<file path="config.mk">
export PLATFORM = sky130hd
export DESIGN_NAME = id_exe_pipe
export DESIGN_NICKNAME = d
export VERILOG_FILES = /design/src/rtl/id_exe_pipe_pkg.sv /design/src/rtl/id_exe_pipe_fwd_sel.sv /design/src/rtl/id_exe_pipe.sv
export SDC_FILE = /design/constraint.sdc
export NUM_CORES = 1
export LEC_CHECK = 0
export BUFFER_PORTS_ARGS = -buffer_cell sky130_fd_sc_hd__buf_2
export CAP_MARGIN = 30
export CORE_AREA = 4 4 129 131
export CTS_CLUSTER_SIZE = 28
export DETAILED_ROUTE_END_ITERATION = 8
export DIE_AREA = 0 0 133 135
export PLACE_DENSITY = 0.73
export SLEW_MARGIN = 10
export SYNTH_ARGS = -nofsm -noshare
export SYNTH_HDL_FRONTEND = slang
export SYNTH_SLANG_ARGS = --single-unit
export TNS_END_PERCENT = 20
</file>
<file path="constraint.sdc">
create_clock -name clk -period 1.9 [get_ports clk]
set_clock_uncertainty 0.2 [all_clocks]
set_input_delay 0.19 -clock clk [delete_from_list [all_inputs] [get_ports clk]]
set_output_delay 0.19 -clock clk [all_outputs]
set_load 0.01 [all_outputs]
</file>
<file path="src/rtl/id_exe_pipe_pkg.sv">
// Shared definitions for the ID/EXE pipeline register: ALU op codes,
// operand forwarding selects and the EXE-stage register layout.
package id_exe_pipe_pkg;

    localparam logic [3:0] ALU_ADD = 4'b0000;
    localparam logic [3:0] ALU_SUB = 4'b0100;
    localparam logic [3:0] ALU_AND = 4'b0001;
    localparam logic [3:0] ALU_OR  = 4'b0101;
    localparam logic [3:0] ALU_XOR = 4'b0010;

    localparam logic [4:0] REG_ZERO = 5'd0;

    typedef enum logic [1:0] {
        FWD_REG  = 2'b00,
        FWD_EALU = 2'b01,
        FWD_MALU = 2'b10,
        FWD_MMEM = 2'b11
    } fwd_t;

    typedef struct packed {
        logic        wreg;
        logic        m2reg;
        logic        wmem;
        logic        aluimm;
        logic [3:0]  aluc;
        logic [4:0]  rn;
        logic [31:0] a;
        logic [31:0] b;
        logic [31:0] imm;
        logic        valid;
    } exe_t;

    // A stage can supply a source register only if it writes a non-zero register that matches.
    function automatic logic reg_hit(input logic wr, input logic [4:0] rn, input logic [4:0] src);
        return wr && (rn != REG_ZERO) && (rn == src);
    endfunction

endpackage

</file>
<file path="src/rtl/id_exe_pipe_fwd_sel.sv">
// Forwarding select and operand mux for one ID-stage source register.
// EXE results take priority over MEM; loads in EXE are never forwarded.
module fwd_sel
    import id_exe_pipe_pkg::*;
(
    input  logic        ewreg,
    input  logic        em2reg,
    input  logic [4:0]  ern,
    input  logic        m_wreg,
    input  logic        m_m2reg,
    input  logic [4:0]  m_rn,
    input  logic [4:0]  src,
    input  logic [31:0] qreg,
    input  logic [31:0] e_alu,
    input  logic [31:0] m_alu,
    input  logic [31:0] m_mdata,
    output logic [31:0] opnd
);

    fwd_t fwd;

    always_comb begin
        fwd = FWD_REG;
        if (reg_hit(ewreg && !em2reg, ern, src)) begin
            fwd = FWD_EALU;
        end else if (reg_hit(m_wreg && !m_m2reg, m_rn, src)) begin
            fwd = FWD_MALU;
        end else if (reg_hit(m_wreg && m_m2reg, m_rn, src)) begin
            fwd = FWD_MMEM;
        end
    end

    always_comb begin
        opnd = qreg;
        case (fwd)
            FWD_EALU: opnd = e_alu;
            FWD_MALU: opnd = m_alu;
            FWD_MMEM: opnd = m_mdata;
            default:  opnd = qreg;
        endcase
    end

endmodule

</file>
<file path="src/rtl/id_exe_pipe.sv">
// ID/EXE pipeline register with operand forwarding and load-use stall.
// A stall or flush loads a bubble; the bubble clears em2reg so a stall lasts one cycle.
module id_exe_pipe
    import id_exe_pipe_pkg::*;
(
    input  logic        clk,
    input  logic        rst,
    input  logic        d_wreg,
    input  logic        d_m2reg,
    input  logic        d_wmem,
    input  logic        d_aluimm,
    input  logic [3:0]  d_aluc,
    input  logic [4:0]  d_rs,
    input  logic [4:0]  d_rt,
    input  logic        d_uses_rt,
    input  logic [4:0]  d_rn,
    input  logic [31:0] d_qa,
    input  logic [31:0] d_qb,
    input  logic [31:0] d_imm,
    input  logic [31:0] e_alu,
    input  logic        m_wreg,
    input  logic        m_m2reg,
    input  logic [4:0]  m_rn,
    input  logic [31:0] m_alu,
    input  logic [31:0] m_mdata,
    input  logic        flush,
    output logic        stall,
    output logic        ewreg,
    output logic        em2reg,
    output logic        ewmem,
    output logic        ealuimm,
    output logic [3:0]  ealuc,
    output logic [4:0]  ern,
    output logic [31:0] ea,
    output logic [31:0] eb,
    output logic [31:0] eimm,
    output logic        evalid
);

    exe_t            e_reg;
    exe_t            e_next;
    logic            load_hazard;
    logic [1:0][4:0]  src_sel;
    logic [1:0][31:0] q_sel;
    logic [1:0][31:0] opnd;

    // Index 0 is the A operand (rs), index 1 the B operand (rt).
    assign src_sel = {d_rt, d_rs};
    assign q_sel   = {d_qb, d_qa};

    generate
        for (genvar gi = 0; gi < 2; gi++) begin : g_fwd
            fwd_sel u_fwd_sel (
                .ewreg   (e_reg.wreg),
                .em2reg  (e_reg.m2reg),
                .ern     (e_reg.rn),
                .m_wreg  (m_wreg),
                .m_m2reg (m_m2reg),
                .m_rn    (m_rn),
                .src     (src_sel[gi]),
                .qreg    (q_sel[gi]),
                .e_alu   (e_alu),
                .m_alu   (m_alu),
                .m_mdata (m_mdata),
                .opnd    (opnd[gi])
            );
        end
    endgenerate

    assign load_hazard = e_reg.wreg && e_reg.m2reg && (e_reg.rn != REG_ZERO) &&
                         ((e_reg.rn == d_rs) || (d_uses_rt && (e_reg.rn == d_rt)));

    // A flush already squashes the consumer, so it suppresses the stall.
    assign stall = load_hazard && !flush;

    always_comb begin
        e_next = '0;
        if (!(load_hazard || flush)) begin
            e_next.wreg   = d_wreg;
            e_next.m2reg  = d_m2reg;
            e_next.wmem   = d_wmem;
            e_next.aluimm = d_aluimm;
            e_next.aluc   = d_aluc;
            e_next.rn     = d_rn;
            e_next.a      = opnd[0];
            e_next.b      = opnd[1];
            e_next.imm    = d_imm;
            e_next.valid  = 1'b1;
        end
    end

    always_ff @(posedge clk) begin
        if (rst) begin
            e_reg <= '0;
        end else begin
            e_reg <= e_next;
        end
    end

    assign ewreg   = e_reg.wreg;
    assign em2reg  = e_reg.m2reg;
    assign ewmem   = e_reg.wmem;
    assign ealuimm = e_reg.aluimm;
    assign ealuc   = e_reg.aluc;
    assign ern     = e_reg.rn;
    assign ea      = e_reg.a;
    assign eb      = e_reg.b;
    assign eimm    = e_reg.imm;
    assign evalid  = e_reg.valid;

endmodule

</file>
Word-level counts from Yosys, hierarchy flattened
Index checks and enable logic that the tools add are counted.
- equal/unequal tests: 10
- mux-type cells: 9
- reduce and logical (&&, ||, !) cells: 25
- operators by type and width (operator ; number):
    $pmux 32 s3 ; 2
    $eq 5x5->1 ; 4
    $logic_and 1x1->1 ; 17
    $mux 2 ; 6
    $reduce_bool 5->1 ; 2
    $eq 2x2->1 const B ; 4
    $eq 2x1->1 const B ; 2
    $logic_not 1->1 ; 3
    $logic_or 1x1->1 ; 2
    $reduce_or 2->1 ; 1
    $mux 1 ; 1
- logic and storage cells: 54
- output and inout port bits: 111
- flip-flop bits (word level): 110

Longest topological paths before layout
Gate-level depths: netlist of the first run.
- depth after elaboration: 8
- depth in mapped cells: 7
- depth with buffers taken out: 5

Modules after synthesis
From an unflattened synthesis of the first run, not the netlist that was laid out.
- cells, all modules: 812
- area, all modules: 6680.2 µm²
- modules (own cells, without submodules) (module ; cells each ; area each (µm²) ; seq. area each (µm²) ; times used):
    id_exe_pipe ; 384 ; 3867.5 ; 2202.1 ; 1
    fwd_sel ; 214 ; 1406.3 ; 0.0 ; 2

Worst setup path before layout of the first run
OpenSTA, ideal clock, no wires.
- path kind: register to register
- from: register e_reg (netlist bit ern[0])
- to: register e_reg (netlist bit ea[24])
- stages on the path, launching flop included: 8
- period minus slack after synthesis: 1.964 ns
- slack: -0.064 ns
- path buffers: 2
- data arrival time: 1.634 ns
- path through: dfxtp_1 > xnor2_1 > nand4_1 > or4_1 > buf_4 > buf_4 > o21ai_1 > a211oi_2
- longest elaborated chain between the ends: 6
- ends and longest elaborated chain (what ; RTL line ; source):
    start: declaration ; id_exe_pipe.sv:40 ; exe_t e_reg;
    start signal: assignment ; id_exe_pipe.sv:96 ; e_reg <= e_next;
    $reduce_bool 5->1 / $eq 5x5->1 (equally long branches) ; id_exe_pipe_pkg.sv:35, id_exe_pipe.sv:70, id_exe_pipe.sv:71 ;
    $logic_and 1x1->1, on equally long branches ; id_exe_pipe_pkg.sv:35, id_exe_pipe.sv:71 ;
    $logic_and 1x1->1 / $logic_or 1x1->1 (equally long branches) ; id_exe_pipe_pkg.sv:35, id_exe_pipe.sv:71 ;
    $mux 2 / $logic_and 1x1->1 (equally long branches) ; id_exe_pipe_fwd_sel.sv:24, id_exe_pipe.sv:70 ;
    $eq 2x2->1 (tied with other cells) ; id_exe_pipe_fwd_sel.sv:35 ; case (fwd)
    $pmux 32 s3 / $reduce_or 2->1 (equally long branches) ; -- ;
Several ways; a longest one is shown, not always the timed one.
A chain may end at the register's enable or synchronous reset.

Final worst setup path of the first run
- from: register e_reg (netlist bit ern[1])
- to: output stall
- longest elaborated chain between the ends: 5
- ends and longest elaborated chain (what ; RTL line ; source):
    $eq 5x5->1 ; id_exe_pipe.sv:71 ; ((e_reg.rn == d_rs) || (d_uses_rt && (e_reg.rn == d_rt)));
    $logic_and 1x1->1 ; id_exe_pipe.sv:71 ;
    $logic_or 1x1->1 ; id_exe_pipe.sv:71 ;
    $logic_and 1x1->1 (*) ; id_exe_pipe.sv:70 ; assign load_hazard = e_reg.wreg && e_reg.m2reg && (e_reg.rn != REG_ZERO) &&
    $logic_and 1x1->1 (*) ; id_exe_pipe.sv:74 ; assign stall = load_hazard && !flush;
    end: declaration ; id_exe_pipe.sv:27 ; output logic stall,
Every way passes the cells marked *; elsewhere a longest branch is shown, timed or not.

==> flow_metrics.env, run 1 <==
export IMPL_status="finished with violations"
export IMPL_violations="setup timing"
export IMPL_syn_area_per_cell_um2=11.1
export IMPL_p_per_area_nw_per_um2=615
export IMPL_drc_errors=0
export IMPL_yosys_most_used_dff="dfxtp_1"
export IMPL_die_x_um=133
export IMPL_slowest_delay_ns=0.57
export IMPL_die_height_um=135
export IMPL_grt_pass1_wl_um=30400
export IMPL_drtPass1Iterations=4
export IMPL_critPathKind="register to output pin"
export IMPL_synthCells=466
export IMPL_syn_nets=692
export IMPL_drive_gt1_share_pct=58.4
export IMPL_end_kind="output pin"
export IMPL_antenna_found_initial=0
export IMPL_dieArea_um2=18000
export IMPL_relSlewSlack_pct=72.9
export IMPL_area_delta_synth_final_pct=77.8
export IMPL_maxCapViolations=0
export IMPL_setup_viol=108
export IMPL_overflow=0
export IMPL_cp_cell_sequence="or4_4 > o21ai_4 > nor2_2 > nand2_2 > buf_12 > nor2_4 > buf_6"
export IMPL_vias=5577
export IMPL_place_gp_congestion=0.848
export IMPL_routed_wl_um=21600
export IMPL_cts_buffers=9
export IMPL_ctsHtreeMaxLevel=3
export IMPL_synth_seq_area_share_pct=42.6
export IMPL_row_count=46
export IMPL_drtIter0Drc=189
export IMPL_setup_ws_ns=-0.369
export IMPL_cts_sinks=110
export IMPL_viasPerCell=4.89
export IMPL_insertedDiodeCount=0
export IMPL_pre_cts_ws_ns=-0.251
export IMPL_cp_required_ns=1.51
export IMPL_layout_nets=1146
export IMPL_cts_tree="yes"
export IMPL_hpwl_um=13100
export IMPL_period_share_pct=119
export IMPL_hold_viol_final=0
export IMPL_synth_edf_count=0
export IMPL_yosysMostFrequentCell="dfxtp_1"
export IMPL_ys_types=28
export IMPL_clockBufferDepth=2
export IMPL_path_clk_slew_ns=0.08
export IMPL_port_buffers=336
export IMPL_finalCriticalPeriod_ns=2.27
export IMPL_syn_area_um2=5170
export IMPL_peakVddDrop_mv=0.462
export IMPL_synthTopCellsByArea="dfxtp_1, mux2i_1, a211oi_2"
export IMPL_holdWs_ns=0.0120
export IMPL_synthTopCellsByCount="dfxtp_1, mux2i_1, a211oi_2"
export IMPL_rsz0062_at_grt="yes"
export IMPL_io_pins=337
export IMPL_antenna_left=0
export IMPL_max_slew_worst_pin_slew_ns=0.405
export IMPL_grt_use_total_pct=21.1
export IMPL_grt_pass1_vias=5854
export IMPL_timing_reg2reg_setup_slack_ns=-0.34
export IMPL_slew_viol_final=0
export IMPL_start_kind="register"
export IMPL_yosysTopAreaCell="dfxtp_1"
export IMPL_start_util_pct=33.1
export IMPL_synth_top_area_share_pct=42.6
export IMPL_path_max_fanout=5
export IMPL_async_reset_ff_share_pct=0
export IMPL_root_buffer="clkbuf_16"
export IMPL_hold_path_class="input pin to register"
export IMPL_p_leak_uw=0.00414
export IMPL_synth_seq_cells=110
export IMPL_crit_slowest_cell="or4_4"
export IMPL_cp_arrival_ns=1.88
export IMPL_grt_max_degree=65
export IMPL_drt_wirelength_per_cell_um=18.9
export IMPL_ys_warn_count=0
export IMPL_coreArea_um2=15600
export IMPL_clock_fmax_ghz=0.441
export IMPL_clk_latency_ns=0.35
[worst max-delay path, delay by kind of cell (launching register included)]
kind                   cells  cell delay, ns
and+or+nand+nor            4            0.75
DFF                        1            0.36
buffers and inverters      2            0.23
AOI/OAI and AO/OA          1            0.18
[report_power, final]
group          internal (uW)  switching (uW)
registers               2400            29.6
logic                    617             491
clock network           1180             941
total                   4190            1460
[routing by layer]
metal / wire, um / track usage [%]
met5: 0 / 0
met4: 441 / 6.18
met3: 1680 / 7.49
met2: 11200 / 39.1
met1: 8220 / 22.5
[cell type report]
| class | count | area (um^2) |
|---|---|---|
| flip-flops and latches | 110 | 2210 |
| clock inverters | 7 | 105 |
| repair buffers | 488 | 3370 |
| inverters | 1 | 3.75 |
| clock buffers | 9 | 225 |
| well taps | 216 | 270 |
| multi-input cells | 310 | 3010 |
| fillers | 1236 | 6410 |
[sequential cells by signal, indices dropped and copies added, names as in the netlist]
name,count
ealuc,4
ewreg,1
eimm,32
ea,32
evalid,1
em2reg,1
ern,5
ewmem,1
ealuimm,1
eb,32
[worst paths after layout]
kind	endpoint	depth (start not counted)	from
worst max-delay path	stall	7	ern[1]
worst min-delay path	ea[31]	3	d_qa[31]
worst max register to register	ea[7]	7	ern[1]
worst min register to register	eimm[16]	5	ewreg
[cells by family after synthesis]
logic type | Yosys count | share of synthesized area [%]
mux | 96 | 19.4
buf+inv | 46 | 5.61
flops | 110 | 42.6
compound gates | 132 | 21.0
xor+xnor | 20 | 3.39
simple gates | 62 | 8.06
[through the flow]
stage                     cells  area, um^2  utilization [%]  setup TNS, ns  power [uW]
after detailed placement   1005        7240             46.4         -12.95        3330
final                      1141        9190             58.9         -20.57        5650
after CTS                  1132        8730             56.0         -18.14        5640
after global routing       1141        9190             58.9         -26.12        5890
after floorplan             466        5190                -         -0.192        2880
after global placement     1005        7240             46.4         -10.04        3310
[layout by cell type, fill, tap and decap left out, types with 3 or more instances in the layout]
master           n
buf_2          335
xor2_1           9
dlygate4sd3_1  105
o21ai_4         13
buf_4           28
o21ai_2         19
buf_12          12
mux2i_1         64
dfxtp_1        106
o21ai_1         33
a211oi_1         9
and3_1          45
xnor2_1          8
xnor2_2          3
clkbuf_16       12
a211oi_2        55
mux2_2          32
[timing repair]
action	in CTS	in global routing
endpoints found under the setup margin	111	108
cloned	2	6
pin swaps	17	28
endpoints found under the hold margin	107	0
gates resized for setup	39	68
hold buffers	105	0
setup buffers	4	3
Power figures use the tool's default switching activity.
==> inputs of run 2 (changes only) <==
==> constraint.sdc (replaced) <==
create_clock -name clk -period 1.9 [get_ports clk]
set_clock_uncertainty 0.2 [all_clocks]
set_input_delay 0.285 -clock clk [delete_from_list [all_inputs] [get_ports clk]]
set_output_delay 0.285 -clock clk [all_outputs]
set_load 0.01 [all_outputs]
==> flow_metrics.env, run 2 (synthesized netlist as in run 1, its figures left out) <==
export IMPL_clock_fmax_ghz=0.430
export IMPL_violations="setup timing"
export IMPL_switching_share_pct=28.1
export IMPL_cpMostUsedCell="buf_12"
export IMPL_drive_gt1_share_pct=66.3
export IMPL_cp_depth=9
export IMPL_ctsHtreeMaxLevel=3
export IMPL_period_share_pct=122
export IMPL_row_count=46
export IMPL_drt_wirelength_per_cell_um=18.5
export IMPL_vias=5381
export IMPL_setup_viol=107
export IMPL_maxCapViolations=0
export IMPL_final_cells=1108
export IMPL_antenna_found_initial=0
export IMPL_timing_reg2reg_setup_slack_ns=-0.42
export IMPL_pwr_share_comb_pct=19.5
export IMPL_holdWs_ns=0.0516
export IMPL_start_util_pct=33.1
export IMPL_insertedDiodeCount=0
export IMPL_endpoint="ea[3]"
export IMPL_root_buffer="clkbuf_16"
export IMPL_cp_required_ns=1.93
export IMPL_peakVddDrop_mv=0.572
export IMPL_drtIter0Drc=157
export IMPL_reg2reg_depth=9
export IMPL_setup_ws_ns=-0.423
export IMPL_p_per_area_nw_per_um2=605
export IMPL_switchingPower_uw=1540
export IMPL_hpwl_um=13900
export IMPL_power_uw=5470
export IMPL_power_share_sequential_pct=44.5
export IMPL_hold_path_class="input pin to register"
export IMPL_io_pins=337
export IMPL_drc_errors=0
export IMPL_clk_latency_ns=0.35
export IMPL_internal_power_uw=3930
export IMPL_place_gp_congestion=0.792
export IMPL_layout_nets=1113
export IMPL_cp_cell_sequence="buf_6 > xnor2_2 > nand4_1 > or4_4 > buf_12 > buf_12 > clkbuf_16 > o21ai_2 > a211oi_2"
export IMPL_status="finished with violations"
export IMPL_grt_use_total_pct=21.4
export IMPL_p_leak_uw=0.00410
export IMPL_area_delta_synth_final_pct=74.9
export IMPL_cts_buffers=9
export IMPL_drtPass1Iterations=7
export IMPL_cts_tree="yes"
export IMPL_die_x_um=133
export IMPL_slowest_delay_ns=0.61
export IMPL_max_slew_worst_pin_slew_ns=0.613
export IMPL_grt_pass1_wl_um=30500
export IMPL_r2r_start="ern[0]"
export IMPL_min_from="e_alu[3]"
export IMPL_routed_wl_um=20500
export IMPL_tns_ns=-26.39
export IMPL_final_common_cell="buf_2"
export IMPL_cts_sinks=110
export IMPL_viasPerCell=4.86
export IMPL_rr_endpoint="ea[3]"
export IMPL_cp_arrival_ns=2.35
export IMPL_path_clk_slew_ns=0.08
export IMPL_path_delay_family="simple AND/OR/NAND/NOR gates"
export IMPL_clockPowerShare_pct=36.1
export IMPL_start_kind="register"
export IMPL_rsz0062_at_grt="yes"
export IMPL_clockBufferDepth=2
export IMPL_hold_viol_final=0
export IMPL_port_buffers=336
export IMPL_slew_viol_final=0
export IMPL_dieArea_um2=18000
export IMPL_crit_slowest_cell="or4_4"
export IMPL_finalCriticalPeriod_ns=2.32
export IMPL_grt_max_degree=51
export IMPL_overflow=0
export IMPL_dp_cells=1025
export IMPL_critPathBufInv=4
export IMPL_utilization_pct=58.0
export IMPL_die_height_um=135
export IMPL_end_kind="register"
export IMPL_grt_pass1_vias=5686
export IMPL_critPathKind="register to register"
export IMPL_coreArea_um2=15600
export IMPL_final_cell_mix="buf_2, dfxtp_1, mux2i_1, a211oi_2, o21ai_2"
export IMPL_path_max_fanout=8
export IMPL_relSlewSlack_pct=58.8
export IMPL_antenna_left=0
export IMPL_critPathLaunch="ern[0]"
-- run 2: changes by cell type in the layout (fill, tap and decap cells not counted), sizes merged --
cell         change
clkinvlp         -1
clkbuf           -1
dlygate4sd3     -58
bufbuf           -1
inv              +2
clkinv           +1
bufinv           -2
buf             +27
-- run 2: cell type report --
| class | count | area (um^2) |
|---|---|---|
| fill | 1288 | 6550 |
| multi-input combinational | 310 | 3120 |
| clock buffer | 9 | 225 |
| timing repair buffer | 455 | 3130 |
| inverter | 1 | 3.75 |
| clock inverter | 7 | 86.3 |
| tap | 216 | 270 |
| sequential | 110 | 2210 |
-- run 2: worst min-delay path, cell delays in order --
cell and delay [ns]:
buf_2 0.12, o21ai_2 0.12, a211oi_2 0.04
-- run 2: per-layer routing --
metal	share of wire, %	up-vias	GRT usage (%)
met5	0	-	0
met4	1.9	0	5.60
met3	8.4	31	6.41
met2	52	243	39.7
met1	38	2531	23.9
li1	-	2576	-
-- run 2: worst min path at each step --
stage | endpoint | depth (start not counted) | slack (ns)
after CTS | ea[17] | 3 | 0.03
after detailed placement | ern[2] | 2 | 0.31
after global routing | ea[1] | 3 | 0.05
after floorplan | evalid | 1 | 0.15
after global placement | eimm[3] | 2 | 0.31
final | ea[3] | 3 | 0.05
-- run 2: metrics by stage --
| step | worst slack (ns) | instance area [um^2] |
|---|---|---|
| 2_1_floorplan | -0.0111 | 5220 |
| 3_3_place_gp | -0.826 | 7430 |
| 3_5_place_dp | -0.484 | 7450 |
| 4_1_cts | -0.420 | 8800 |
| 5_1_grt | -0.508 | 9040 |
| 6_report | -0.423 | 9040 |
-- run 2: power groups by stage --
stage | Combinational [uW] | Clock (uW) | Sequential, uW
finish | 1060 | 1970 | 2430
global route | 1140 | 2110 | 2440
CTS | 1020 | 2030 | 2430
detailed placement | 880 | 0 | 2480
global placement | 869 | 0 | 2480
floorplan | 350 | 0 | 2540
-- run 2: what timing repair did --
action,4_1_cts,5_1_grt
cloned,5,2
endpoints found under the setup margin,104,110
endpoints found under the hold margin,46,0
pin swaps,6,14
resized for setup,104,32
hold buffers,47,0
buffers inserted,12,1
